[config.mk]
export PLATFORM = sky130hd
export DESIGN_NAME = uart_rx
export DESIGN_NICKNAME = d
export VERILOG_FILES = /design/src/rtl/uart_rx.sv
export SDC_FILE = /design/constraint.sdc
export NUM_CORES = 1
export LEC_CHECK = 0
export CAP_MARGIN = 20
export CORE_UTILIZATION = 44
export DETAILED_ROUTE_END_ITERATION = 10
export SYNTH_ARGS = -nofsm -noshare
export SYNTH_HDL_FRONTEND = slang
export SYNTH_SLANG_ARGS = --single-unit
export TNS_END_PERCENT = 5
[constraint.sdc]
create_clock -name clk -period 1.8 [get_ports clk]
set_input_delay 0.18 -clock clk [delete_from_list [all_inputs] [get_ports clk]]
set_output_delay 0.18 -clock clk [all_outputs]
set_load 0.01 [all_outputs]
[src/rtl/uart_rx.sv]
// Mid-bit sampling UART receiver, 8N1 by default.
// Defining UART_RX_PARITY_EN adds an even-parity bit between data and stop (8E1).
module uart_rx #(
    parameter int CLKS_PER_BIT = 16
) (
    input  logic       clk,
    input  logic       rst,
    input  logic       rx,
    output logic [7:0] data,
    output logic       valid,
    output logic       frame_err,
    output logic       busy
);

    localparam int CW = (CLKS_PER_BIT > 2) ? $clog2(CLKS_PER_BIT) : 1;
    localparam logic [CW-1:0] CNT_HALF = CW'(CLKS_PER_BIT / 2 - 1);
    localparam logic [CW-1:0] CNT_LAST = CW'(CLKS_PER_BIT - 1);

    typedef enum logic [2:0] {
        IDLE,
        START,
        DATA,
`ifdef UART_RX_PARITY_EN
        PARITY,
`endif
        STOP,
        BRK
    } state_t;

    state_t        state, state_nxt;
    logic [CW-1:0] cnt, cnt_nxt;
    logic [2:0]    bit_idx, bit_idx_nxt;
    logic [7:0]    shreg, shreg_nxt;
    logic [7:0]    data_nxt;
    logic          valid_nxt, frame_err_nxt;
    logic          rx_m, rx_s;
    logic          par_ok;

    // Two-flop synchronizer; resets to the idle (high) line level.
    // NOTE: sequential state uses non-blocking assignments so every flop samples pre-edge values.
    always_ff @(posedge clk or negedge rst) begin
        if (!rst) begin
            rx_m <= 1'b1;
            rx_s <= 1'b1;
        end else begin
            rx_m <= rx;
            rx_s <= rx_m;
        end
    end

`ifdef UART_RX_PARITY_EN
    logic par_bit, par_bit_nxt;

    always_ff @(posedge clk or negedge rst) begin
        if (!rst) par_bit <= 1'b0;
        else      par_bit <= par_bit_nxt;
    end

    // Even parity: data bits plus parity bit must XOR to zero.
    assign par_ok = ~(par_bit ^ (^shreg));
`else
    assign par_ok = 1'b1;
`endif

    always_ff @(posedge clk or negedge rst) begin
        if (!rst) begin
            state     <= IDLE;
            cnt       <= '0;
            bit_idx   <= '0;
            shreg     <= '0;
            data      <= '0;
            valid     <= 1'b0;
            frame_err <= 1'b0;
        end else begin
            state     <= state_nxt;
            cnt       <= cnt_nxt;
            bit_idx   <= bit_idx_nxt;
            shreg     <= shreg_nxt;
            data      <= data_nxt;
            valid     <= valid_nxt;
            frame_err <= frame_err_nxt;
        end
    end

    // NOTE: every signal gets a default before the case so no latch can be inferred.
    always_comb begin
        state_nxt     = state;
        cnt_nxt       = cnt + 1'b1;
        bit_idx_nxt   = bit_idx;
        shreg_nxt     = shreg;
        data_nxt      = data;
        valid_nxt     = 1'b0;
        frame_err_nxt = 1'b0;
`ifdef UART_RX_PARITY_EN
        par_bit_nxt   = par_bit;
`endif
        unique case (state)
            IDLE: begin
                cnt_nxt = '0;
                if (!rx_s) state_nxt = START;
            end
            START: begin
                if (cnt == CNT_HALF) begin
                    cnt_nxt     = '0;
                    bit_idx_nxt = '0;
                    state_nxt   = rx_s ? IDLE : DATA;
                end
            end
            DATA: begin
                if (cnt == CNT_LAST) begin
                    cnt_nxt     = '0;
                    shreg_nxt   = {rx_s, shreg[7:1]};
                    bit_idx_nxt = bit_idx + 3'd1;
                    if (bit_idx == 3'd7) begin
`ifdef UART_RX_PARITY_EN
                        state_nxt = PARITY;
`else
                        state_nxt = STOP;
`endif
                    end
                end
            end
`ifdef UART_RX_PARITY_EN
            PARITY: begin
                if (cnt == CNT_LAST) begin
                    cnt_nxt     = '0;
                    par_bit_nxt = rx_s;
                    state_nxt   = STOP;
                end
            end
`endif
            STOP: begin
                if (cnt == CNT_LAST) begin
                    cnt_nxt = '0;
                    if (rx_s && par_ok) begin
                        data_nxt  = shreg;
                        valid_nxt = 1'b1;
                        state_nxt = IDLE;
                    end else begin
                        frame_err_nxt = 1'b1;
                        state_nxt     = BRK;
                    end
                end
            end
            BRK: begin
                // A line held low must return high before another start bit is accepted.
                cnt_nxt = '0;
                if (rx_s) state_nxt = IDLE;
            end
            default: begin
                cnt_nxt   = '0;
                state_nxt = IDLE;
            end
        endcase
    end

    assign busy = (state != IDLE);

endmodule

==> flow_summary.ini, run 1 <==
[status]
run_status = completed

[worst_setup_path]
regToRegStartpoint = cnt[0]
critical_path.startpoint_type = register
timing.critical_path.fanout_max = 6
critical_path.top_delay_family = flip-flops
required_ns = 2.01
timing.critical_path.slowest_stage_cell = dfrtp_1
setup.worst_path.class = register to register
cp-startpoint = cnt[0]
cp_slowest_stage_delay_ns = 0.38
critical_path.endpoint_type = register
cp.arrival_ns = 1.88
cp_num_buf_inv = 1
critical_path.cell_chain = ha_1 -> and4_2 -> nand3_2 -> inv_1 -> mux2_2

[place]
pre_cts_ws_ns = 0.03547
routability_congestion_estimate_from_global_placement = 0.6926
placement.io_buffers = 13
dpl_cell_area_um2 = 1440
detailed_placement_hpwl_um = 1356

[cts]
cts_max_level = 2
cts_hold_buffers = 0
ctsLongestPathBuffers = 2
numClockSinks = 30
cts_buffers = 5
cts-root-buf = clkbuf_4
clk-insertion-delay-late_ns = 0.33
worst_setup_hold_path_clk_slew_ns = 0.10
cts_tree = done

[finish]
fillCellCount = 234
insertedDiodeCount = 0
post_route_cells_drive_above_1_share = 0.3839
area.growth.synth_to_final_pct = 20.62
multi_input_area_um2 = 496.7
number_of_nets_in_the_finished_design = 117
stdcell_area_um2 = 1551
area_taken_by_flip_flops_and_latches_um2 = 757.0

[logic_synthesis]
synthesis.instances = 91
synth_enable_flop_cells = 0
synth-seq-cells = 30
synth_sequential_area_ratio = 0.5856
synth.lib_cells_used.distinct = 32
yosys-top-cells-area = dfrtp_1, mux2_4, mux2_2
synth_top_area_share = 0.5447
synthesis.yosys.warnings = 0
avgSynthCellArea_um2 = 14.13
syn_area_um2 = 1286
most_instantiated_flip_flop_cell_in_the_synthesis_netlist = dfrtp_1
synth.cells.most_frequent = dfrtp_1, mux2_2, mux2_4
synthesis.nets = 97
yosysTopAreaCell = dfrtp_1
library_cell_with_the_highest_instance_count_after_synthesis = dfrtp_1
async_flop_share = 1.000

[floorplan]
die_area_um2 = 3143
die_height_um = 56.07
pin_count = 14
placeable_core_region_um2 = 2758
die_width_um = 56.07
fp-row-count = 19
start_util = 0.4664

[grt]
grt_antenna_before_repair = 0
grtUsageMet2 = 0.2007
global_route.peak_usage_layer = met1
gr-usage-met3 = 0.04884
grt_use_total = 0.1530
via_count_of_the_first_global_routing_pass = 736
largest_net_degree_at_the_start_of_global_routing = 31
grt_pass1_wl_um = 3581
grt_remaining_overflow = 0
use_met1 = 0.2270

[timing]
report.final.slew_viol_count = 0
totalNegativeSetupSlack_ns = 0
final_period_minus_worst_setup_slack_ns = 1.668
postLayoutSetupSlackWorst_ns = 0.1315
max_slew_margin = 0.7551
setup_repair_after_global_routing_missed_its_margin = no
fin_worst_skew_ns = 0.01063
finalCritPeriodShare = 0.9269
clock.fmax_ghz = 0.5994
final_number_of_setup_violating_endpoints = 0
worst_pin_slew_ns = 0.3645
finalHoldViolations = 0

[min_path]
holdCritPathClass = input pin to asynchronous set/reset pin

[routing]
drtAntennaViolNets = 0
detail_route.iter0.violations = 21
route.detailed.drc = 0
dr.pass1.iters = 3
post_drt_wl_per_cell_um = 14.41
via_per_inst = 5.280
total_number_of_vias = 755
finalWirelength_um = 2061

[power_and_ir_drop]
sw_frac_of_total = 0.2449
cellLeakagePower_nw = 0.7562
worst_ir_drop_vdd_uv = 941.6
clkPwrFrac = 0.369
power.total_w = 0.001422
p_comb_frac = 0.102
net_switching_component_of_the_power_w = 0.0003483
sequential_group_share_of_total_power = 0.529
cellPowerDensity_nw_per_um2 = 916.6
internal_power_summed_over_all_cells_w = 0.001074

[run]
max-cap-violations = 0
layout make-up:
type,instances,area share
Sequential cell,30,0.4879
Multi-Input combinational cell,54,0.3202
Timing Repair Buffer,19,0.1145
Clock inverter,3,0.02581
Tap cell,31,0.02500
Clock buffer,5,0.02419
Inverter,1,0.002419
power by group through the flow:
stage / Sequential (W) / Clock [W] / Combinational (W)
after floorplan: 0.000739 / 0 / 0.000130
final: 0.000752 / 0.000524 / 0.000146
after detailed placement: 0.000776 / 0 / 0.000123
after CTS: 0.000752 / 0.000543 / 0.000148
after global placement: 0.000775 / 0 / 0.000121
after global routing: 0.000760 / 0.000569 / 0.000162
placed cells by master (no fill, tap or decap), types with 2 or more instances in the layout:
master / count
xnor2_1: 2
buf_4: 6
nor2_1: 4
dfstp_2: 2
clkbuf_4: 5
ha_1: 3
dfrtp_1: 25
nand2_1: 4
nor3_1: 2
nor3b_1: 2
a22o_2: 2
mux2_2: 10
dfrtp_2: 3
clkdlybuf4s50_1: 12
mux2_4: 8
clkinv_2: 2
repair_timing:
item	4_1_cts	5_1_grt
endpoints found under the setup margin	1	8
hold endpoints to repair	0	0
gates resized for setup	3	2
gates cloned	0	0
buffers inserted	3	0
layer usage:
| layer | up-vias | wire length, µm |
|---|---|---|
| met4 | 0 | 28 |
| li1 | 365 | - |
| met5 | - | 0 |
| met2 | 14 | 877 |
| met3 | 5 | 83 |
| met1 | 371 | 1072 |
state kept, by name (all words and copies together), names as in the netlist:
| name | flops |
|---|---|
| state | 3 |
| bit_idx | 3 |
| valid | 1 |
| frame_err | 1 |
| data | 8 |
| rx_m | 1 |
| rx_s | 1 |
| shreg | 8 |
| cnt | 4 |
worst paths after layout:
check,cells past startpoint,slack (ns),endpoint
min in group clk,1,0.27,rx_m
max,5,0.13,data[4]
min reg2reg,0,0.36,rx_s
min,2,0.23,state[0]
max in group asynchronous,2,1.24,rx_m
max reg2reg,5,0.13,data[4]
cells by family after synthesis:
kind of cell	Yosys count	synth area share
flops	30	0.5856
xor+xnor	3	0.02043
mux	18	0.1809
simple gates	22	0.09922
compound gates	8	0.05253
buf+inv	7	0.03209
fa+ha+maj	3	0.02919
per-stage QoR:
step	hold WS, ns	cells	util
final	0.2288	143	0.5626
after CTS	0.2362	143	0.5599
after global routing	0.2592	143	0.5626
after detailed placement	0.3487	132	0.5222
after global placement	0.3476	132	0.5222
after floorplan	-0.1156	91	-
Note: power is estimated with default switching activity, not from simulation.
==> run 2, diff against run 1 <==
CTS_CLUSTER_SIZE = 25   (was not set)
==> results of run 2 <==
Final layout, timing and power as in run 1 (identical DEF).
